<file path="config.mk">
export PLATFORM = sky130hd
export DESIGN_NAME = button_debouncer_array
export DESIGN_NICKNAME = d
export VERILOG_FILES = /design/src/rtl/button_debouncer_array.sv
export SDC_FILE = /design/constraint.sdc
export NUM_CORES = 1
export LEC_CHECK = 0
export ABC_AREA = 1
export BUFFER_PORTS_ARGS = -buffer_cell sky130_fd_sc_hd__buf_2
export CORE_UTILIZATION = 60
export CTS_CLUSTER_DIAMETER = 60
export DETAILED_ROUTE_END_ITERATION = 10
export GPL_TIMING_DRIVEN = 0
export MAX_ROUTING_LAYER = met4
export PLACE_DENSITY_LB_ADDON = 0.25
export SYNTH_ARGS = -nofsm -noshare
export SYNTH_HDL_FRONTEND = slang
export SYNTH_SLANG_ARGS = --single-unit
</file>
<file path="constraint.sdc">
create_clock -name clk -period 8.4 [get_ports clk]
set_clock_uncertainty 0.15 [all_clocks]
set_input_delay 1.68 -clock clk [delete_from_list [all_inputs] [get_ports clk]]
set_output_delay 1.68 -clock clk [all_outputs]
set_load 0.03 [all_outputs]
</file>
<file path="src/rtl/button_debouncer_array.sv">
// button_debouncer_array
// Multi-channel push-button conditioner. Each channel synchronises a raw pin,
// debounces it, and produces a clean level, press/release pulses, and
// long-press / auto-repeat pulses. All outputs are registered.
module button_debouncer_array #(
  parameter int N_CH          = 4,
  parameter int ACTIVE_LOW    = 1,
  parameter int DB_CYCLES     = 500000,
  parameter int HOLD_CYCLES   = 50000000,
  parameter int REPEAT_CYCLES = 12500000
) (
  input  logic            clk,
  input  logic            rst,
  input  logic [N_CH-1:0] btn_in,
  output logic [N_CH-1:0] btn_level,
  output logic [N_CH-1:0] btn_press,
  output logic [N_CH-1:0] btn_release,
  output logic [N_CH-1:0] btn_long
);

  localparam int DW   = $clog2(DB_CYCLES + 1);
  localparam int HMAX = (HOLD_CYCLES > REPEAT_CYCLES) ? HOLD_CYCLES : REPEAT_CYCLES;
  localparam int HW   = $clog2(HMAX + 1);

  localparam logic [DW-1:0] DB_LAST   = DW'(DB_CYCLES - 1);
  localparam logic [HW-1:0] HOLD_LAST = HW'(HOLD_CYCLES - 1);
  localparam logic [HW-1:0] REP_LAST  = HW'((REPEAT_CYCLES > 0) ? REPEAT_CYCLES - 1 : 0);
  localparam logic          POL       = (ACTIVE_LOW != 0);

  for (genvar i = 0; i < N_CH; i++) begin : g_ch
    logic          s0;
    logic          s1;
    logic          level_q;
    logic          press_q;
    logic          release_q;
    logic          long_q;
    logic          rep;
    logic [DW-1:0] db_cnt;
    logic [HW-1:0] hold_cnt;
    logic          differ;
    logic          accept;

    // Synchronised input disagrees with the accepted level; accept once the
    // disagreement has lasted DB_CYCLES consecutive cycles.
    assign differ = (s1 != level_q);
    assign accept = differ && (db_cnt == DB_LAST);

    // Two-flop synchroniser with polarity normalised to 1 = pressed.
    always_ff @(posedge clk or posedge rst) begin
      if (rst) begin
        s0 <= 1'b0;
        s1 <= 1'b0;
      end else begin
        // NOTE: non-blocking so s1 takes the previous s0, forming two real stages.
        s0 <= btn_in[i] ^ POL;
        s1 <= s0;
      end
    end

    // Debounce: count consecutive disagreeing cycles, flip level and pulse on accept.
    always_ff @(posedge clk or posedge rst) begin
      if (rst) begin
        db_cnt    <= '0;
        level_q   <= 1'b0;
        press_q   <= 1'b0;
        release_q <= 1'b0;
      end else begin
        // NOTE: pulses default low every cycle so they can only ever be one clk wide.
        press_q   <= 1'b0;
        release_q <= 1'b0;
        if (!differ) begin
          db_cnt <= '0;
        end else if (accept) begin
          level_q   <= s1;
          db_cnt    <= '0;
          press_q   <= s1;
          release_q <= ~s1;
        end else begin
          db_cnt <= db_cnt + DW'(1);
        end
      end
    end

    // Hold timer: first long pulse after HOLD_CYCLES, then every REPEAT_CYCLES.
    // A release accepted this cycle clears the timer and suppresses any pulse.
    always_ff @(posedge clk or posedge rst) begin
      if (rst) begin
        hold_cnt <= '0;
        rep      <= 1'b0;
        long_q   <= 1'b0;
      end else begin
        long_q <= 1'b0;
        if (!level_q || accept) begin
          hold_cnt <= '0;
          rep      <= 1'b0;
        end else if (!rep) begin
          if (hold_cnt == HOLD_LAST) begin
            long_q   <= 1'b1;
            hold_cnt <= '0;
            rep      <= 1'b1;
          end else begin
            hold_cnt <= hold_cnt + HW'(1);
          end
        end else if (REPEAT_CYCLES > 0) begin
          if (hold_cnt == REP_LAST) begin
            long_q   <= 1'b1;
            hold_cnt <= '0;
          end else begin
            hold_cnt <= hold_cnt + HW'(1);
          end
        end
      end
    end

    assign btn_level[i]   = level_q;
    assign btn_press[i]   = press_q;
    assign btn_release[i] = release_q;
    assign btn_long[i]    = long_q;
  end

endmodule
</file>
==> results.toml <==
[hold_path]
worstHoldPathType = "reg2reg"

[grt]
grt_max_degree = 119
antenna_found_initial = 0
track_usage = 0.269
overflow = 0
grt_pass1_vias = 10094
grt_pass1_wl_mm = 46.2

[cts]
cts_tree = "built"
cts_max_level = 1
clock_tree.root_cell = "clkbuf_16"
cts-resized-gates = 0
hold_buffers = 0
cts_buffer_depth = 3
post_cts_buffers = 0
clkLatencyLatePin_ps = 520
path_clk_slew_ps = 60
cts_made_buffers = 23
cts.sinks = 208

[drt]
antenna_left = 0
drtIter0Drc = 798
wl_met1_mm = 11.8
maxUsedRoutingLayer = "met4"
wl_met2_mm = 12.9
wl_met3_um = 991
via_count = 10343
via_per_inst = 5.33
drtPass1Iterations = 5
wl_per_cell_um = 13.6
drc = 0
routed_wirelength_mm = 26.4

[worst_setup_path]
critical_path_class = "reg2out"
arrival_ps = 1300
crit_required_ps = 6570
cp_max_fo = 5
crit_path_end_kind = "output port"
start_kind = "flop"

[finish]
fill_cells = 1671
fin_nets = 1675
drive_gt1_frac = 0.119
area_growth_syn_to_layout_pct = 9.88
diodes = 0
multi_input_area_um2 = 6060
final_core_util = 0.683
ff_latch_area_um2 = 5200

[timing]
finalCritPeriodShare = 0.372
tightest_slew_ps = 621
setup_tns_ps = 0
setup_violations = 0
maxSlewViolCount = 0
slew_headroom = 0.586
hold_violations = 0
rsz0062_at_grt = "false"
max_freq_mhz = 320
finalCriticalPeriod_ps = 3130

[outcome]
outcome = "completed"

[logic_synthesis]
post_synth_inst_count = 1610
synth_seq_cells = 208
yosys_warnings = 0
yosysSeqAreaShare = 0.423
synth_area_per_cell_um2 = 7.64
synth.net_count = 1628
synthesis.area_um2 = 12300
synth_cell_types = 44

[pwr]
p_per_area_nw_per_um2 = 152
p_leak_uw = 0.00585
vdd_drop_max_v = 0.000142

[placement]
gp_congestion = 0.973
port_buffers = 21
dpl.hpwl_mm = 19.0

[die]
die_area_um2 = 21100
die_y_um = 145
initial_core_util = 0.621
rows = 51
fp.dieW_um = 145
ios = 22
core_area_um2 = 19800

[run]
drv_cap = 0
==> cell usage after synthesis (all sizes together) <==
library cell / count / area share
nor2: 349 / 0.12
nand2: 348 / 0.11
dfrtp: 208 / 0.42
inv: 205 / 0.063
nand3: 138 / 0.062
nor3: 96 / 0.055
xor2: 67 / 0.048
nand4: 59 / 0.033
buf: 29 / 0.020
a21oi: 23 / 0.0097
xnor2: 23 / 0.016
o21ai: 16 / 0.0065
ha: 12 / 0.012
nor3b: 10 / 0.0069
or2: 5 / 0.0025
a31oi: 4 / 0.0025
a211oi: 3 / 0.0018
and2: 3 / 0.0015
nand3b: 3 / 0.0018
a21o: 2 / 0.0012
o22ai: 2 / 0.0010
a31o: 1 / 0.00071
clkbuf: 1 / 0.00031
nor4: 1 / 0.00051
o211ai: 1 / 0.00061
o21bai: 1 / 0.00061
==> power breakdown <==
| part | leakage, uW | switching [uW] | total (uW) | internal, uW |
|---|---|---|---|---|
| clock network | 0.000362 | 405 | 992 | 587 |
| registers | 0.00288 | 4.81 | 1010 | 1010 |
| logic | 0.00261 | 33.3 | 41.9 | 8.68 |
==> registers in the layout, indices dropped and copies added, names as in the netlist <==
name	flops
g_ch.s0	4
g_ch.release_q	4
g_ch.s1	4
g_ch.long_q	4
g_ch.hold_cnt	104
g_ch.press_q	4
g_ch.db_cnt	76
g_ch.level_q	4
g_ch.rep	4
==> area by class of cell <==
type	instances	area share
repair buffers	22	0.00982
flip-flops and latches	208	0.385
plain buffers	30	0.0189
clock inverters	11	0.00871
well taps	265	0.0245
multi-input cells	1167	0.449
inverters	205	0.0575
clock buffers	31	0.0463
==> path summary, 6_finish.rpt <==
check	start	to	slack, ps	depth (start not counted)
worst min register to register	g_ch[3].s0	g_ch[3].s1	200	0
min in group asynchronous	rst	g_ch[2].hold_cnt[1]	1130	2
worst min-delay path	g_ch[3].s0	g_ch[3].s1	200	0
max in group asynchronous	rst	g_ch[0].hold_cnt[5]	6030	3
worst max register to register	g_ch[2].db_cnt[0]	g_ch[2].level_q	6330	7
worst max-delay path	g_ch[0].level_q	btn_level[0]	5270	2
==> metrics by stage <==
step	std cells	area (um2)	power (uW)	hold slack (ps)	setup slack (ps)
floorplan	1610	12300	1060	181	889
global route	1939	13500	2120	209	5240
finish	1939	13500	2050	197	5270
CTS	1939	13500	2070	197	5260
global placement	1896	12700	1070	186	-1290
detailed placement	1897	12800	1070	185	5420
==> metal layers <==
| metal | global-route usage | vias to the layer above |
|---|---|---|
| met5 | - | - |
| met4 | 0.0826 | 0 |
| met3 | 0.0318 | 60 |
| met2 | 0.449 | 196 |
| met1 | 0.343 | 4890 |
| li1 | - | 5197 |
==> placed cells by master (no fill, tap or decap), types with 8 or more instances in the layout <==
master | Yosys | final
clkbuf_16 | 0 | 23
nand2_2 | 13 | 13
nor3_1 | 59 | 59
nand4_1 | 55 | 55
ha_1 | 12 | 12
xor2_1 | 67 | 67
xnor2_1 | 23 | 23
buf_4 | 22 | 22
nor2_2 | 20 | 20
buf_2 | 3 | 24
nor2_1 | 318 | 318
nand3_1 | 128 | 128
o21ai_0 | 16 | 16
nor3b_1 | 8 | 8
nor2_4 | 11 | 11
dfrtp_1 | 208 | 208
inv_1 | 199 | 198
nand2_1 | 332 | 332
a21oi_1 | 22 | 22
nor3_2 | 35 | 35
==> logic make-up (layout without fill, tap and decap cells) <==
logic type,count (synthesis),after routing,share of synthesized area
buf+inv,235,299,0.0834
compound gates,53,53,0.0247
fa+ha+maj,12,12,0.0122
xor+xnor,90,90,0.0641
simple gates,1012,1012,0.392
flops,208,208,0.423
==> worst max-delay path, stage by stage (launching register included) <==
cell     delay [ps]
dfrtp_1         460
buf_4           140
buf_2           180
Power figures use the tool's default switching activity.
